<file path="config.mk">
export PLATFORM = sky130hd
export DESIGN_NAME = spi_slave_tx
export DESIGN_NICKNAME = d
export VERILOG_FILES = /design/src/rtl/spi_pkg.sv /design/src/rtl/spi_sync_edge.sv /design/src/rtl/spi_slave_tx.sv
export SDC_FILE = /design/constraint.sdc
export NUM_CORES = 1
export LEC_CHECK = 0
export ABC_AREA = 1
export ABC_CLOCK_PERIOD_IN_PS = 1300
export CORE_MARGIN = 2
export CORE_UTILIZATION = 51
export DETAILED_ROUTE_END_ITERATION = 16
export HOLD_SLACK_MARGIN = 0.12
export PLACE_DENSITY = 0.75
export SYNTH_ARGS = -nofsm -noshare
export SYNTH_HDL_FRONTEND = slang
export SYNTH_SLANG_ARGS = --single-unit
export TNS_END_PERCENT = 100
</file>
<file path="constraint.sdc">
create_clock -name clk -period 1.3 [get_ports clk]
set_input_delay 0.195 -clock clk [delete_from_list [all_inputs] [get_ports clk]]
set_output_delay 0.195 -clock clk [all_outputs]
set_load 0.05 [all_outputs]
</file>
<file path="src/rtl/spi_pkg.sv">
// Shared SPI link definitions: frame-pair FSM states, width defaults and bus mode.
package spi_pkg;

  localparam int FRAME_W_DEF = 16;
  localparam int DATA_W_DEF  = 32;

  typedef enum logic [2:0] {
    S_EMPTY,
    S_ARMED,
    S_FRAME0,
    S_GAP,
    S_FRAME1,
    S_DONE
  } spi_state_e;

  typedef struct packed {
    logic cpol;
    logic cpha;
  } spi_mode_t;

  localparam spi_mode_t SPI_MODE = '{cpol: 1'b0, cpha: 1'b0};

endpackage

</file>
<file path="src/rtl/spi_sync_edge.sv">
// Synchronizer chain for one asynchronous SPI pin, with single-cycle rise/fall pulses.
module spi_sync_edge #(
  parameter int   STAGES = 2,
  parameter logic IDLE   = 1'b0
) (
  input  logic clk,
  input  logic rstn,
  input  logic async_i,
  output logic sync_o,
  output logic rise_o,
  output logic fall_o
);

  logic [STAGES-1:0] chain_q;
  logic              prev_q;

  // NOTE: non-blocking assignments let every stage sample the previous stage's old value,
  // which is what makes this a shift chain rather than a single flop.
  always_ff @(posedge clk) begin
    if (!rstn) begin
      chain_q <= {STAGES{IDLE}};
      prev_q  <= IDLE;
    end else begin
      chain_q <= {chain_q[STAGES-2:0], async_i};
      prev_q  <= chain_q[STAGES-1];
    end
  end

  // Both history flops reset to the idle level, so release of reset never fakes an edge.
  assign sync_o = chain_q[STAGES-1];
  assign rise_o = chain_q[STAGES-1] & ~prev_q;
  assign fall_o = ~chain_q[STAGES-1] & prev_q;

endmodule

</file>
<file path="src/rtl/spi_slave_tx.sv">
// SPI mode-0 responder: serves one DATA_W word to the MCU as two FRAME_W frames, MSB first.
module spi_slave_tx
  import spi_pkg::*;
#(
  parameter int DATA_W      = DATA_W_DEF,
  parameter int FRAME_W     = FRAME_W_DEF,
  parameter int SYNC_STAGES = 2
) (
  input  logic              clk,
  input  logic              rstn,
  input  logic [DATA_W-1:0] tx_data,
  input  logic              tx_valid,
  output logic              tx_ready,
  input  logic              sclk,
  input  logic              csn,
  output logic              miso,
  output logic              miso_oe,
  output logic              busy,
  output logic              done,
  output logic              underrun,
  output logic              abort
);

  localparam int                CNT_W    = $clog2(FRAME_W + 1);
  localparam logic [CNT_W-1:0] CNT_FULL = CNT_W'(FRAME_W);

  logic sclk_s, sclk_rise, sclk_fall;
  logic csn_s, csn_rise, csn_fall;

  spi_sync_edge #(.STAGES(SYNC_STAGES), .IDLE(SPI_MODE.cpol)) u_sclk_sync (
    .clk(clk), .rstn(rstn), .async_i(sclk),
    .sync_o(sclk_s), .rise_o(sclk_rise), .fall_o(sclk_fall)
  );

  spi_sync_edge #(.STAGES(SYNC_STAGES), .IDLE(1'b1)) u_csn_sync (
    .clk(clk), .rstn(rstn), .async_i(csn),
    .sync_o(csn_s), .rise_o(csn_rise), .fall_o(csn_fall)
  );

  spi_state_e        state_q, state_d;
  logic [DATA_W-1:0] shift_q, shift_d;
  logic [DATA_W-1:0] hold_q, hold_d;
  logic [CNT_W-1:0]  bit_cnt_q, bit_cnt_d;
  logic              tail_q, tail_d;

  logic sample_edge, shift_edge, in_frame, handshake;

  assign sample_edge = (SPI_MODE.cpol ^ SPI_MODE.cpha) ? sclk_fall : sclk_rise;
  assign shift_edge  = (SPI_MODE.cpol ^ SPI_MODE.cpha) ? sclk_rise : sclk_fall;
  assign in_frame    = (state_q == S_FRAME0) || (state_q == S_FRAME1);
  assign handshake   = tx_valid && tx_ready;

  always_ff @(posedge clk) begin
    if (!rstn) begin
      state_q   <= S_EMPTY;
      shift_q   <= '0;
      hold_q    <= '0;
      bit_cnt_q <= '0;
      tail_q    <= 1'b0;
    end else begin
      state_q   <= state_d;
      shift_q   <= shift_d;
      hold_q    <= hold_d;
      bit_cnt_q <= bit_cnt_d;
      tail_q    <= tail_d;
    end
  end

  // NOTE: every signal written here gets a default first, so no path can infer a latch.
  always_comb begin
    state_d   = state_q;
    shift_d   = shift_q;
    hold_d    = hold_q;
    bit_cnt_d = bit_cnt_q;
    tail_d    = tail_q;
    tx_ready  = (state_q == S_EMPTY);
    busy      = (state_q == S_FRAME0) || (state_q == S_GAP) || (state_q == S_FRAME1);
    done      = 1'b0;
    underrun  = 1'b0;
    abort     = 1'b0;

    // tail_q mutes miso once the last bit's clock has returned to idle; extra bits read 0.
    if (csn_fall) begin
      bit_cnt_d = '0;
      tail_d    = 1'b0;
    end else begin
      if (sample_edge && (bit_cnt_q < CNT_FULL)) bit_cnt_d = bit_cnt_q + 1'b1;
      if ((bit_cnt_q == CNT_FULL) && (sclk_s == SPI_MODE.cpol)) tail_d = 1'b1;
    end

    // Shifting on the 16th falling edge too leaves bit 15 at the MSB for frame 1.
    if (in_frame && shift_edge && (bit_cnt_q != '0)) begin
      shift_d = {shift_q[DATA_W-2:0], 1'b0};
    end

    case (state_q)
      S_EMPTY: begin
        if (handshake) begin
          hold_d  = tx_data;
          shift_d = tx_data;
          state_d = csn_fall ? S_FRAME0 : S_ARMED;
        end else if (csn_fall) begin
          underrun = 1'b1;
        end
      end
      S_ARMED: if (csn_fall) state_d = S_FRAME0;
      S_FRAME0, S_FRAME1: begin
        if (csn_rise) begin
          if (bit_cnt_q == CNT_FULL) begin
            state_d = (state_q == S_FRAME0) ? S_GAP : S_DONE;
          end else begin
            abort   = 1'b1;
            shift_d = hold_q;
            state_d = S_ARMED;
          end
        end
      end
      S_GAP: if (csn_fall) state_d = S_FRAME1;
      S_DONE: begin
        done    = 1'b1;
        state_d = S_EMPTY;
      end
      default: state_d = S_EMPTY;
    endcase
  end

  always_comb begin
    miso = 1'b0;
    if (!csn_s) begin
      if (in_frame && !tail_q) begin
        miso = shift_q[DATA_W-1];
      end else if ((state_q == S_EMPTY) && csn_fall && tx_valid) begin
        miso = tx_data[DATA_W-1];
      end
    end
  end

  assign miso_oe = ~csn_s;

endmodule

</file>
Word level (Yosys, flattened, before mapping)

Cells that the tools add are included.

Add/subtract/negate cells: 1
$lt $le $gt $ge: 1
Equality and inequality tests: 10
Multiplexer cells: 23
Bitwise gates (word level): 9
Reductions and logical operators: 18

Operators by type and width:

| cell                  | count |
|---|---|
| $mux W32              | 4 |
| $pmux W32 S2          | 1 |
| $mux W3               | 6 |
| $pmux W3 S4           | 1 |
| $mux W1               | 10 |
| $logic_and A1 B1 Y1   | 8 |
| $eq A3 B2 Y1 const B  | 2 |
| $eq A3 B3 Y1 const B  | 2 |
| $ne A2 B2 Y1 const B  | 3 |
| $add A5 B1 Y5 const B | 1 |
| $eq A5 B5 Y1 const B  | 1 |
| $lt A5 B5 Y1 const B  | 1 |
| $not A1 Y1            | 5 |
| $reduce_bool A5 Y1    | 1 |
| $and A1 B1 Y1         | 4 |
| $reduce_and A4 Y1     | 1 |
| $reduce_or A2 Y1      | 2 |
| $eq A3 B1 Y1 const B  | 1 |
| $logic_not A3 Y1      | 1 |
| $logic_or A1 B1 Y1    | 3 |
| $mux W2               | 1 |
| $ne A2 B1 Y1 const B  | 1 |
| $reduce_and A2 Y1     | 1 |
| $logic_not A1 Y1      | 1 |

Register bits: 79
Output and inout port bits: 7

Depth between registers and ports, before layout

Gate-level depths: netlist (run 1).

Depth in word-level cells: 8
Depth in mapped cells: 9
Depth with buffers taken out: 8

Modules after synthesis

Synthesis (run 1) repeated with hierarchy kept, for this count alone.

Cell total of the unflattened synthesis: 561
Area total of the unflattened synthesis: 3813.7 µm²

Modules (own cells, without submodules):

| module                      | instances | cells each | area each (µm²) | seq. area each (µm²) |
|---|---|---|---|---|
| spi_slave_tx                | 1         | 536        | 3619.7          | 1461.4 |
| spi_sync_edge (u_sclk_sync) | 1         | 13         | 100.1           | 60.1 |
| spi_sync_edge (u_csn_sync)  | 1         | 12         | 93.8            | 60.1 |

Worst setup path after synthesis (run 1)

No wires, ideal clock.

Path type: register to output
Start: register state_q[1]
End: output miso
Data arrival time: 1.777 ns
Data required time: 1.105 ns
Slack: -0.672 ns
Stages on the path, launching flop included: 8
Path through: dfxtp_1 -> nor2_2 -> nand2_2 -> nand2_4 -> buf_6 -> buf_6 -> nand3_1 -> a21oi_1

Longest elaborated chain between the ends: 6
Elaborated cells on any way between the ends: 10
Classes of those cells: eq/ne (2); mux (3); reduce/logical (5)

RTL lines:

| element                          | line                | text |
|---|---|---|
| start: declaration               | spi_slave_tx.sv:40  | `spi_state_e state_q, state_d;` |
| start signal: assignment         | spi_slave_tx.sv:61  | `state_q <= state_d;` |
| $logic_not A3 Y1                 | spi_slave_tx.sv:132 | `end else if ((state_q == S_EMPTY) && csn_fall && tx_valid) begin` |
| $logic_and A1 B1 Y1 (2 in a row) | spi_slave_tx.sv:132 |  |
| $mux W1                          | spi_slave_tx.sv:132 |  |
| $mux W1 *                        | spi_slave_tx.sv:130 | `if (in_frame && !tail_q) begin` |
| $mux W1 *                        | spi_slave_tx.sv:129 | `if (!csn_s) begin` |
| end: declaration                 | spi_slave_tx.sv:16  | `output logic miso,` |

Mark *: on every way between the ends. The rest lies on a longest branch, timed or not.

Worst setup path in the final report (run 1)

Same ends and word-level chain as after synthesis.

==> results of run 1 <==
report_power, final:
group | total, mW | internal (mW) | switching [mW]
registers | 3.10 | 2.88 | 0.225
clock network | 1.56 | 0.678 | 0.878
logic | 6.01 | 2.84 | 3.17
total | 10.7 | 6.39 | 4.27
cell usage in the layout (no fill, tap or decap), drive strengths merged, types with 11 or more instances in the layout:
master           n
dfxtp           79
nand2          152
nor2            15
a21oi           72
nand3           43
buf             75
inv             88
nand4           64
clkbuf          11
clkdlybuf4s50   36
Yosys cell counts (2+ instances only):
cell type  count  share of area
buf_2         11          0.014
dfxtp_1       79           0.41
nand3_1       40          0.051
buf_6          7          0.020
ha_1           2         0.0064
inv_2          2         0.0019
a21oi_2        8          0.018
nor2_1        12          0.012
nand3_2        3         0.0077
a21oi_1       64          0.082
or2_2          2         0.0032
nand4_1       64           0.10
nand2_1      148           0.14
inv_1         87          0.084
nor3_1         2         0.0026
nor2_2         2         0.0032
clkbuf_1      16          0.015
o21ai_0        7         0.0090
buf_4          4         0.0077
nand2_2        3         0.0048
final cells by class:
type	instances	share of cell area
clock buffers	11	0.0233
well taps	99	0.0220
flip-flops and latches	79	0.283
repair buffers	114	0.247
inverters	90	0.0612
multi-input cells	359	0.359
clock inverters	4	0.00421
final timing paths:
check / from / end / slack [ps] / cells after the start
worst max-delay path: state_q[1]$_SDFFE_PN0P_ / miso / -360 / 6
worst min-delay path: sclk / u_sclk_sync.chain_q[0]$_SDFF_PN0_ / 370 / 3
worst min register to register: u_sclk_sync.chain_q[0]$_SDFF_PN0_ / u_sclk_sync.chain_q[1]$_SDFF_PN0_ / 420 / 2
worst max register to register: state_q[1]$_SDFFE_PN0P_ / shift_q[8]$_SDFF_PN0_ / -290 / 10
logic make-up (layout without fill, tap and decap cells):
kind of cell,count (synthesis),after routing,synth area share
compound gates,79,79,0.109
fa+ha+maj,2,2,0.00641
buf+inv,128,219,0.144
flops,79,79,0.405
simple gates,278,278,0.335
state kept, by name, summed over array words and instances, names as in the netlist:
register	count
bit_cnt_q	5
hold_q	32
shift_q	32
state_q	3
tail_q	1
u_csn_sync.chain_q	2
u_csn_sync.prev_q	1
u_sclk_sync.chain_q	2
u_sclk_sync.prev_q	1
routing by layer:
| metal | up-vias | track usage |
|---|---|---|
| met5 | - | 0 |
| li1 | 2017 | - |
| met1 | 1924 | 0.349 |
| met4 | 0 | 0.102 |
| met2 | 171 | 0.483 |
| met3 | 25 | 0.0606 |
repair_timing:
action | CTS | global route
buffers inserted | 13 | 3
gates resized for setup | 42 | 18
hold endpoints to repair | 0 | 0
setup endpoints to repair | 47 | 78
gates cloned | 7 | 0
pin swaps | 12 | 5
through the flow:
stage | setup WS [ps] | std cells | power, mW | setup TNS (ps) | utilization
after floorplan | -229 | 566 | 6.11 | -7940 | -
after global placement | -195 | 718 | 7.30 | -8440 | 0.672
after detailed placement | -228 | 718 | 7.39 | -10630 | 0.672
after CTS | -356 | 753 | 10.4 | -11310 | 0.758
after global routing | -439 | 756 | 11.3 | -20720 | 0.770
final | -364 | 756 | 10.7 | -14820 | 0.770
critical path, stage by stage (launching register included):
cell and delay (ps):
dfxtp_2 360, nor2_4 150, nand2_4 90, nand2_8 80, nand3_2 100, a21oi_4 190
buf_12 150
==> key figures, run 1 <==
Status
  • Status: finished, violations left
  • Failing checks: setup timing

Finish
  • Fillers: 484
  • Fin nets: 692
  • Antenna Cells: 0
  • Share of layout cells above drive strength 1: 0.260
  • Register area: 1600 um^2
  • Fin area: 5640 um^2
  • Layout area overhead: 44.6%
  • Multi-input logic area: 2030 um^2

Timing
  • Worst-margin pin slew: 241 ps
  • Worst slew margin: 0.839
  • Min Hold Slack: 365 ps
  • Final setup fails: 74
  • RSZ-0062 raised after global routing: true
  • Fin. max-slew vios: 0
  • FMAX: 601 MHz
  • Post-layout min period: 1660 ps
  • Hold Vio Cnt, Final: 0
  • Worst clock skew: 13.2 ps
  • Setup slack after layout: -364 ps
  • Final Cycle Share: 1.28

Power and ir drop
  • Leakage power: 2.41 nW
  • Peak supply drop: 2120 uV
  • Cell Pwr Density: 1890 nW/um^2

Global route
  • First-pass GRT wire length: 19200 um
  • GRT Total Usage: 0.283
  • Largest net degree at the start of global routing: 32
  • GRT overflow: 0
  • Vias in the first global route: 4126
  • Antenna violations before repair: 0

Logic synthesis
  • Synth cell types: 23
  • Synth Net Count: 605
  • Ys flop type: dfxtp_1
  • Synth Warn #: 0
  • Post-synthesis sequential area ratio: 0.405
  • Synthesized instance count: 566
  • Post-synth EDFFs: 0
  • Mapped Area: 3900 um^2
  • Ys async rst share: 0
  • Avg Cell Area, Syn: 6.89 um^2
  • Synth Register Bits: 79

Critical path
  • Startpoint Class: flip-flop
  • Worst-path fanout max: 4
  • CP arrival: 1470 ps
  • Crit. End Element: output port
  • Critical path class: reg2out
  • Worst endpoint required time: 1110 ps

Routing
  • Routed length on met1: 4560 um
  • Number of remaining DRC errors: 0
  • Highest routed layer: met4
  • Pre-Repair DR Iteration Count: 5
  • Drt first-iter violations: 340
  • Drt wl/cell: 15.0 um
  • Met2 wire length: 5710 um
  • Drt total wl: 11300 um
  • Via count: 4137
  • Via-to-Cell Ratio: 5.47
  • Met3 routed WL: 836 um
  • Routed Antenna Nets: 0

Floorplanning
  • Die H: 91.5 um
  • Initial core utilization: 0.532
  • FP Rows: 31
  • Core area: 7330 um^2
  • Die outline width: 91.5 um
  • I/O pin total: 44
  • Die area: 8360 um^2

Clock network
  • Clock latency on the worst-skew pair: 350 ps
  • Worst-path clk slew: 80 ps
  • CTS max path bufs: 2
  • CTS buffer count: 9
  • Root buffer cell: clkbuf_8
  • H-tree levels: 3
  • CTS tree: done
  • CTS Hold Bufs: 0
  • CTS Sinks: 79

Place
  • Buffers added on ports: 43
  • DP HPWL: 6220 um
  • Placed Area: 4930 um^2
  • Routability cong.: 0.915

Flow run
  • Number of max-cap violations: 0

Hold path
  • HP Class: in2reg
Power figures use the tool's default switching activity.
==> inputs of run 2 (changes only) <==
- CAP_MARGIN: unset -> 25
==> results of run 2 <==
Final layout, timing and power as in run 1 (identical DEF).
==> inputs of run 3 (changes only) <==
- CORE_MARGIN: 2 -> unset
- SLEW_MARGIN: unset -> 40
==> key figures, run 3 (synthesis results as in run 1) <==
Finish
  • Most frequent cells in the layout: 143 x nand2_1, 78 x inv_1, 71 x dfxtp_1 (was 142 x nand2_1, 80 x inv_1, 71 x dfxtp_1)
  • Final Util: 0.745 (was 0.770)
  • Fin area: 5460 um^2 (was 5640 um^2)
  • Antenna Cells: 0 (unchanged)
  • Commonest non-fill, non-tap cell in the layout: nand2_1 (unchanged)
  • Top flop regs: hold_q (32), shift_q (32), bit_cnt_q (5) (unchanged)
  • Layout area overhead: 40.1% (was 44.6%)
  • Fin nets: 683 (was 692)
  • Fillers: 540 (was 484)
  • Register area: 1600 um^2 (about the same)
  • Share of layout cells above drive strength 1: 0.262 (was 0.260)
  • Multi-input logic area: 2020 um^2 (was 2030 um^2)

Floorplanning
  • FP Rows: 31 (unchanged)
  • Die H: 89.5 um (was 91.5 um)
  • I/O pin total: 44 (unchanged)
  • Core area: 7330 um^2 (unchanged)
  • Die area: 8000 um^2 (was 8360 um^2)
  • Die outline width: 89.5 um (was 91.5 um)
  • Initial core utilization: 0.532 (unchanged)

Routing
  • Via-to-Cell Ratio: 5.47 (about the same)
  • Via count: 4091 (was 4137)
  • Number of remaining DRC errors: 0 (unchanged)
  • Drt first-iter violations: 249 (was 340)
  • Routed Antenna Nets: 0 (unchanged)
  • Drt wl/cell: 14.5 um (was 15.0 um)
  • Pre-Repair DR Iteration Count: 6 (was 5)
  • Drt total wl: 10800 um (was 11300 um)

Critical path
  • Cell chain of the critical path: nor2_4 > nand2_2 > nor2_4 > nand3_2 > a21oi_4 > buf_12 (was nor2_4 > nand2_4 > nand2_8 > nand3_2 > a21oi_4 > buf_12)
  • Startpoint Class: flip-flop (unchanged)
  • Most repeated library cell on the critical path: nor2_4
  • Worst-path fanout max: 4 (unchanged)
  • Critical path class: reg2out (unchanged)
  • CP max stage delay: 370 ps (was 360 ps)
  • Buffers plus inverters on the worst setup path: 1 (unchanged)
  • Slowest-stage cell, CP: dfxtp_4 (was dfxtp_2)
  • Top delay family on crit path: simple AND/OR/NAND/NOR gates (unchanged)
  • Crit. End Element: output port (unchanged)
  • CP arrival: 1490 ps (was 1470 ps)
  • Worst endpoint required time: 1110 ps (about the same)

Place
  • Routability cong.: 0.874 (was 0.915)
  • Placed Area: 4910 um^2 (was 4930 um^2)
  • DP HPWL: 6470 um (was 6220 um)
  • Buffers added on ports: 43 (unchanged)
  • Place WS: -340 ps (was -228 ps)

Clock network
  • Clock latency on the worst-skew pair: 360 ps (was 350 ps)
  • CTS buffer count: 9 (unchanged)
  • CTS Hold Bufs: 0 (unchanged)
  • CTS tree: done (unchanged)
  • Worst-path clk slew: 90 ps (was 80 ps)
  • CTS Sinks: 79 (unchanged)
  • CTS max path bufs: 2 (unchanged)
  • H-tree levels: 3 (unchanged)
  • Root buffer cell: clkbuf_8 (unchanged)

Power and ir drop
  • Peak supply drop: 2000 uV (was 2120 uV)
  • Cell Pwr Density: 1870 nW/um^2 (was 1890 nW/um^2)
  • Leakage power: 2.30 nW (was 2.41 nW)
  • Total power: 10.2 mW (was 10.7 mW)

Flow run
  • Number of max-cap violations: 0 (unchanged)

Timing
  • Worst-margin pin slew: 259 ps (was 241 ps)
  • Fin. max-slew vios: 0 (unchanged)
  • Setup slack after layout: -381 ps (was -364 ps)
  • RSZ-0062 raised after global routing: true (unchanged)
  • Worst clock skew: 6.88 ps (was 13.2 ps)
  • Final Cycle Share: 1.29 (was 1.28)
  • Post-layout min period: 1680 ps (was 1660 ps)
  • Final setup fails: 72 (was 74)
  • FMAX: 595 MHz (was 601 MHz)
  • Worst slew margin: 0.827 (was 0.839)
  • Sum Neg Setup Slack: -15820 ps (was -14820 ps)
  • Hold Vio Cnt, Final: 0 (unchanged)

Global route
  • First-pass GRT wire length: 16900 um (was 19200 um)
  • Vias in the first global route: 3843 (was 4126)
  • Largest net degree at the start of global routing: 33 (was 32)
  • GRT Total Usage: 0.272 (was 0.283)
  • GRT overflow: 0 (unchanged)
  • Antenna violations before repair: 0 (unchanged)

Status
  • Failing checks: setup timing (unchanged)
  • Status: finished, violations left (unchanged)

Hold path
  • HP Class: in2reg (unchanged)
-- run 3: changes by cell type in the layout (fill, tap and decap cells not counted), moves of 3 or more --
cell     previous run  this run
a21oi_1            56        52
a21oi_2            15        19
buf_16              4         0
buf_12             21        18
inv_4               0         3
-- run 3: through the flow --
stage | instances | hold WS [ps]
floorplan | 566 | 265
global placement | 714 | 392
detailed placement | 714 | 399
CTS | 743 | 348
global route | 748 | 405
finish | 748 | 354
-- run 3: final timing paths --
check                                    startpoint                                 to  slack, ps  cells after the start
setup reg to reg            state_q[1]$_SDFFE_PN0P_              shift_q[2]$_SDFF_PN0_       -370                     10
hold reg to reg   u_sclk_sync.chain_q[0]$_SDFF_PN0_  u_sclk_sync.chain_q[1]$_SDFF_PN0_        410                      2
hold / removal                                 sclk  u_sclk_sync.chain_q[0]$_SDFF_PN0_        350                      3
setup / recovery            state_q[1]$_SDFFE_PN0P_                               miso       -380                      6
-- run 3: repair_timing --
action / 4_1_cts / 5_1_grt
gates cloned: 1 / 1
setup endpoints to repair: 74 / 79
resized for setup: 23 / 39
endpoints found under the hold margin: 0 / 0
buffers inserted: 12 / 5
pin swaps: 10 / 6
-- run 3: final cells by class --
cell class / instances / area share
clock inverter: 7 / 0.0105
multi-input combinational: 359 / 0.371
sequential: 79 / 0.293
tap: 99 / 0.0227
inverter: 90 / 0.0639
clock buffer: 9 / 0.0227
timing repair buffer: 105 / 0.217
-- run 3: layer usage --
| metal | wire length (um) | track usage | vias up |
|---|---|---|---|
| li1 | - | - | 1999 |
| met1 | 4670 | 0.337 | 1931 |
| met2 | 5480 | 0.473 | 138 |
| met3 | 531 | 0.0508 | 23 |
| met4 | 150 | 0.0938 | 0 |
| met5 | 0 | 0 | - |
-- run 3: power by group --
group	leakage, nW	internal [mW]	switching [mW]
clock network	0.0877	0.716	0.989
registers	0.651	2.89	0.244
logic	1.56	2.37	2.99
total	2.30	5.97	4.22
-- run 3: worst min-delay path: stages --
cell	delay, ps
clkdlybuf4s50_1	390
nand2_1	60
inv_1	30
